`src/rtl/axis_packet_collector.sv`:
```
// axis_packet_collector: parses header+data AXI-Stream packets, strobes good ones, publishes per-cycle index mask/count (optional duplicate tracking via AXIS_PACKET_COLLECTOR_DUP_CHECK_EN)
module axis_packet_collector #(
  parameter int DATA_WIDTH = 32,
  parameter int MAGIC_WIDTH = 16,
  parameter int MAGIC_START_BIT = 16,
  parameter int INDEX_WIDTH = 5,
  parameter int INDEX_START_BIT = 10,
  parameter int NUM_DATA_WORDS = 1,
  parameter logic [MAGIC_WIDTH-1:0] EXPECTED_MAGIC = 16'hB6CF
) (
  input  logic sysClk,
  input  logic arst_n,
  input  logic newCycleStrobe,
  input  logic s_tvalid,
  output logic s_tready,
  input  logic s_tlast,
  input  logic [DATA_WIDTH-1:0] s_tdata,
  output logic packetStrobe,
  output logic [INDEX_WIDTH-1:0] packetIndex,
  output logic [DATA_WIDTH*NUM_DATA_WORDS-1:0] packetData,
  output logic statusStrobe,
  output logic [1:0] statusCode,
  output logic cycleStrobe,
  output logic [2**INDEX_WIDTH-1:0] cycleMask,
  output logic [7:0] cycleCount
`ifdef AXIS_PACKET_COLLECTOR_DUP_CHECK_EN
  ,
  output logic dupStrobe,
  output logic [7:0] dupCount
`endif
);
  localparam int MASK_W = 2**INDEX_WIDTH;
  localparam int CW = NUM_DATA_WORDS > 1 ? $clog2(NUM_DATA_WORDS) : 1;
  typedef enum logic [1:0] {ST_HEADER, ST_DATA, ST_DRAIN} state_t;
  state_t r_state;
  logic [CW-1:0] r_wcnt;
  logic [INDEX_WIDTH-1:0] r_index;
  logic [NUM_DATA_WORDS-1:0][DATA_WIDTH-1:0] r_buf;
  logic [MASK_W-1:0] r_mask_acc;
  logic [7:0] r_count_acc;
  logic w_beat, w_magic_ok, w_last_word, w_success;
  logic [INDEX_WIDTH-1:0] w_hdr_index;
  logic [MASK_W-1:0] w_bit;
  logic [NUM_DATA_WORDS-1:0][DATA_WIDTH-1:0] w_buf_next;
`ifdef AXIS_PACKET_COLLECTOR_DUP_CHECK_EN
  logic w_dup;
`endif
  // beat decode; the payload image includes the current beat so success can publish it without a bubble
  always_comb begin
    w_beat = s_tvalid && s_tready;
    w_magic_ok = s_tdata[MAGIC_START_BIT +: MAGIC_WIDTH] == EXPECTED_MAGIC;
    w_hdr_index = s_tdata[INDEX_START_BIT +: INDEX_WIDTH];
    w_last_word = r_wcnt == CW'(NUM_DATA_WORDS-1);
    w_success = w_beat && r_state == ST_DATA && w_last_word && s_tlast;
    w_bit = {{(MASK_W-1){1'b0}}, 1'b1} << r_index;
    w_buf_next = r_buf;
    w_buf_next[r_wcnt] = s_tdata;
`ifdef AXIS_PACKET_COLLECTOR_DUP_CHECK_EN
    w_dup = w_success && !newCycleStrobe && r_mask_acc[r_index];
`endif
  end
  // packet parser FSM with registered packet/status outputs
  always_ff @(posedge sysClk or negedge arst_n) begin
    if (!arst_n) begin
      r_state <= ST_HEADER;
      r_wcnt <= '0;
      r_index <= '0;
      r_buf <= '0;
      s_tready <= 1'b0;
      packetStrobe <= 1'b0;
      packetIndex <= '0;
      packetData <= '0;
      statusStrobe <= 1'b0;
      statusCode <= 2'd0;
    end else begin
      s_tready <= 1'b1;
      packetStrobe <= 1'b0;
      statusStrobe <= 1'b0;
      if (w_beat) begin
        case (r_state)
          ST_HEADER: begin
            if (!w_magic_ok) begin
              statusStrobe <= 1'b1;
              statusCode <= 2'd1;
              r_state <= s_tlast ? ST_HEADER : ST_DRAIN;
            end else if (s_tlast) begin
              statusStrobe <= 1'b1;
              statusCode <= 2'd2;
            end else begin
              r_index <= w_hdr_index;
              r_wcnt <= '0;
              r_state <= ST_DATA;
            end
          end
          ST_DATA: begin
            r_buf <= w_buf_next;
            r_wcnt <= r_wcnt + 1'b1;
            if (s_tlast || w_last_word) begin
              statusStrobe <= 1'b1;
              statusCode <= !w_last_word ? 2'd2 : s_tlast ? 2'd0 : 2'd3;
              r_state <= (w_last_word && !s_tlast) ? ST_DRAIN : ST_HEADER;
            end
            if (w_success) begin
              packetStrobe <= 1'b1;
              packetIndex <= r_index;
              packetData <= w_buf_next;
            end
          end
          default: r_state <= s_tlast ? ST_HEADER : ST_DRAIN;
        endcase
      end
    end
  end
  // per-cycle accumulators; a success on the boundary cycle seeds the new cycle
  always_ff @(posedge sysClk or negedge arst_n) begin
    if (!arst_n) begin
      r_mask_acc <= '0;
      r_count_acc <= '0;
      cycleStrobe <= 1'b0;
      cycleMask <= '0;
      cycleCount <= '0;
`ifdef AXIS_PACKET_COLLECTOR_DUP_CHECK_EN
      dupStrobe <= 1'b0;
      dupCount <= '0;
`endif
    end else begin
      cycleStrobe <= newCycleStrobe;
      if (newCycleStrobe) begin
        cycleMask <= r_mask_acc;
        cycleCount <= r_count_acc;
      end
      r_mask_acc <= (newCycleStrobe ? '0 : r_mask_acc) | (w_success ? w_bit : '0);
      r_count_acc <= newCycleStrobe ? {7'd0, w_success} : r_count_acc + {7'd0, w_success && r_count_acc != 8'hFF};
`ifdef AXIS_PACKET_COLLECTOR_DUP_CHECK_EN
      dupStrobe <= w_dup;
      dupCount <= newCycleStrobe ? 8'd0 : dupCount + {7'd0, w_dup && dupCount != 8'hFF};
`endif
    end
  end
endmodule

```
`config.mk`:
```
export PLATFORM = sky130hd
export DESIGN_NAME = axis_packet_collector
export DESIGN_NICKNAME = d
export VERILOG_FILES = /design/src/rtl/axis_packet_collector.sv
export SDC_FILE = /design/constraint.sdc
export NUM_CORES = 1
export LEC_CHECK = 0
export ABC_CLOCK_PERIOD_IN_PS = 5000
export CORE_ASPECT_RATIO = 0.7
export CORE_MARGIN = 3
export CORE_UTILIZATION = 53
export CTS_CLUSTER_SIZE = 12
export DETAILED_ROUTE_END_ITERATION = 10
export GPL_ROUTABILITY_DRIVEN = 0
export HOLD_SLACK_MARGIN = 0.02
export PLACE_DENSITY_LB_ADDON = 0.15
export SYNTH_ARGS = -nofsm -noshare
export SYNTH_HDL_FRONTEND = slang
export SYNTH_SLANG_ARGS = --single-unit
export TNS_END_PERCENT = 5
```
`constraint.sdc`:
```
create_clock -name sysClk -period 5 [get_ports sysClk]
set_clock_uncertainty 0.1 [all_clocks]
set_input_delay 0.75 -clock sysClk [delete_from_list [all_inputs] [get_ports sysClk]]
set_output_delay 0.75 -clock sysClk [all_outputs]
set_load 0.005 [all_outputs]
```
==> results.md <==
- The flow ran to the end, and the final reports show no timing, DRC or antenna violations.
- Yosys mapped a number of flops with a built-in enable equal to 0.
- Of all cell types, the one taking the most synthesized area is dfrtp_1.
- The max-capacitance violation count is 0.
- Among all cell types in the netlist, the one instantiated most often is dfrtp_1.
- The final count of negative-setup-slack endpoints is 0.
- Setup repair after global routing left no endpoint under its margin.
- For this run, the share of the core covered by cells in the final layout is 0.756.
- The mean post-synth cell area is 12.6 um2.
- The final period utilization is 0.675.
- The hold-fix buffer count after cts is 0.
- The buffers inserted during post-CTS setup optimization is 0.
- The core region area is 9330 um2.
- In this run the worst path has a maximum fanout of 28.
- In the post-synthesis netlist, the biggest area contributors are dfrtp_1, mux2_2, nand2_1, o22ai_1, inv_1.
- The signed area change from the synthesized netlist to the final layout is 35.3%.
- The global router's overall resource usage is 0.220.
- The number of sinks on the clock net is 131.
- The DRC violation count after routing is 0.
- The library cell used as clock root buffer is clkbuf_16.
- In this run the power density over the cells is 337 nW/um2.
- The worst setup path is captured at a register.
- The tightest min-delay check is of the primary input to async pin type.
- From bottom edge to top edge, the die measures 89.0 um.
- The total inserted antenna cells is 0.
- The commonest cells after synthesis are dfrtp_1, nand2_1, mux2_2.
- The count of input and output buffers is 119.
- The number of nets handed over by synthesis was 454.
- The clock tree synthesis step divided the H-tree into 4 levels.
- The critical path in this run is classified as primary input to register.
- For this run, asynchronously set or reset flops after synthesis account for 1.00.
- The first routing iteration left 253 violations.
- The longest clock path from root to sink contains 2 buffers.
- The ratio of cells with drive above 1 in the final layout is 0.208.
- The first-pass iteration count of the detailed router is 4.
- TritonCTS built the clock tree.
- The share of Yosys cell area claimed by the top area cell type is 0.629.
- The number of hold violations in the final report was 0.
- The switching power summed over all nets is 0.482 mW.
- The number of nets with antenna violations after routing is 0.
- The number of pins with negative max-slew slack in the final report was 0.
- Wire segments on met2 add up to 5500 um in the final route.
- The total via count in the routed design is 3,555.
- On the critical path, the stage with the largest delay is an instance of clkinv_1.
- The power share of the clock group is 0.513.
- The number of warnings issued by yosys is 0.
- The internal cell power is 1.89 mW.
- The number of core rows is 29.
- The post-detailed-route wirelength per cell is 17.1 um.
- The number of top-level pins is 120.
- The combinational group share of total power is 0.037.
- Summed over all layers, the routed wires come to 11,400 um.
- The share of the Yosys chip area taken by registers is 0.629.
- The count of instances resized after the clock tree is built is 0.
- The leakage dissipation is 3.31 nW.
- After detailed routing, no signal wire sits above met4.
- The count of buffering cells on the critical path with inverters included is 2.
- On the worst path, the slowest cell contributes a delay of 800 ps.
- The routed length on met1 is 5030 um.
- The achievable clock frequency is 296 MHz.
- The critical path goes through clkdlybuf4s50_1 > and3b_1 > nand2_2 > clkinv_1 > nand4b_1 > o22ai_1.
- For the finished layout, the period the worst path requires is 3380 ps.
- Clock tree synthesis inserted a total of 17 buffers.
- Of the total power, the share spent switching nets is 0.203.
- The clock-pin slew on the worst setup and hold paths is 50 ps.
- The required time of the critical path is 5150 ps.
- The relative contribution of sequential cells to total power is 0.450.
- In the synthesized netlist the dominant register cell turns out to be dfrtp_1.
- The worst pin sits at a relative slew slack of 0.435.
- The data arrival time of the worst path is 3520 ps.
- The sum of negative setup slack is 0 ps.
- The number of distinct library cells after synthesis is 47.
- In the synthesized netlist, the number of instances is 415.
- The total congestion overflow is 0.
- Using the TritonRoute via totals, the vias-per-cell ratio works out to 5.33.
- The transition time at the pin with the least slew margin is 847 ps.
- The startpoint kind of the worst setup timing path is a primary input.
- The worst-case IR drop observed on VDD is 0.233 mV.
- The cell area after synthesis is 5210 um2.
- The wire length of the first global-routing pass is 18,900 um.
- The synthesized design contains 131 register bits.
- The routed wire length on met3 is 778 um.
- The clock latency of the later-clocked register in the worst-skew pair is 420 ps.
- The largest net degree at the start of global routing is 87.
- Measured along the x axis, the die boundary spans 125 um.
- The detailed placement HPWL is 7680 um.
- After the last flow step, the layout net total stands at 571.
- For this configuration, the core starts out at a cell density of 0.559.
- Among cell families on the critical path, the largest total delay comes from buffers and inverters.
- The initial antenna violation count came to 0.
- The via count of the first global-routing pass was 3,639.
- The floorplan step defined a die boundary enclosing 11,100 um2.
final timing paths:
| kind | slack (ps) | to | depth (start not counted) | start |
|---|---|---|---|---|
| worst max-delay path | 1620 | r_mask_acc[25]$_DFF_PN0_ | 6 | s_tlast |
| worst min-delay path | 270 | cycleCount[7]$_DFFE_PN0P_ | 1 | arst_n |
| worst max register to register | 2130 | r_mask_acc[25]$_DFF_PN0_ | 5 | r_state[0]$_DFFE_PN0P_ |
| worst min register to register | 370 | packetData[19]$_DFFE_PN0P_ | 2 | packetData[19]$_DFFE_PN0P_ |
| max in group asynchronous | 3440 | packetData[27]$_DFFE_PN0P_ | 2 | arst_n |
| min in group sysClk | 370 | packetData[19]$_DFFE_PN0P_ | 2 | packetData[19]$_DFFE_PN0P_ |
cell type report:
class / instances / area, um2
Clock buffer: 19 / 443
Clock inverter: 11 / 138
Fill cell: 619 / 2280
Inverter: 33 / 124
Multi-Input combinational cell: 227 / 1700
Sequential cell: 131 / 3280
Tap cell: 124 / 155
Timing Repair Buffer: 122 / 1210
power groups by stage:
stage	Combinational, mW	Clock, mW	Sequential [mW]
3_3_place_gp	0.0870	0	1.09
4_1_cts	0.0891	1.23	1.07
3_5_place_dp	0.0889	0	1.09
2_1_floorplan	0.0271	0	1.09
5_1_grt	0.0963	1.28	1.07
6_report	0.0871	1.22	1.07
placed cells by master, fill, tap and decap left out, types with 2 or more instances in the layout:
cell type	Yosys	final
clkdlybuf4s50_1	0	117
or3_1	2	2
nand3b_1	2	2
clkbuf_16	0	17
nand2_1	65	65
clkinvlp_4	0	3
bufinv_16	0	3
dfrtp_1	131	131
or4b_4	2	2
o21ai_0	3	3
inv_1	32	32
o22ai_2	4	4
clkinv_2	0	5
nor2b_1	2	2
buf_4	1	3
nand3_1	5	5
xor2_1	3	3
nor4_1	2	2
nand4_1	2	2
and4bb_2	2	2
nor2_1	9	9
a21oi_1	4	4
ha_1	2	2
nand2b_1	3	3
o22ai_1	28	28
nand4b_1	3	3
mux2_2	64	64
state kept, by name, summed over array words and instances (netlist names):
register / flops
statusCode: 2
r_mask_acc: 32
r_index: 5
r_count_acc: 8
statusStrobe: 1
packetStrobe: 1
r_wcnt: 1
r_state: 2
packetIndex: 5
cycleStrobe: 1
packetData: 32
cycleCount: 8
s_tready: 1
cycleMask: 32
routing by layer:
metal | vias up | GRT usage
met5 | - | 0
met4 | 0 | 0.0647
met3 | 12 | 0.0854
met2 | 100 | 0.353
met1 | 1797 | 0.286
li1 | 1646 | -
cell families (layout without fill, tap and decap cells):
logic type / Yosys count / after routing / share of synthesized area
flip-flops: 131 / 131 / 0.629
AND/OR/NAND/NOR: 113 / 113 / 0.119
multiplexers: 64 / 64 / 0.138
buffers and inverters: 57 / 185 / 0.0444
AO/OA/AOI/OAI: 43 / 43 / 0.0564
XOR/XNOR: 4 / 4 / 0.00673
adder cells (fa/ha/maj): 2 / 2 / 0.00480
other: 1 / 1 / 0.000720
per-stage QoR:
step | power [mW] | instance area [um2] | setup slack [ps] | hold WS, ps | std cells
6_report | 2.37 | 7050 | 1620 | 275 | 667
5_1_grt | 2.45 | 7050 | 1380 | 336 | 667
4_1_cts | 2.39 | 7050 | 1640 | 312 | 667
3_5_place_dp | 1.18 | 6470 | 1270 | 363 | 637
3_3_place_gp | 1.17 | 6470 | 1390 | 360 | 637
2_1_floorplan | 1.11 | 5210 | 2590 | 354 | 415
No activity file was read; power rests on OpenSTA's default activity.
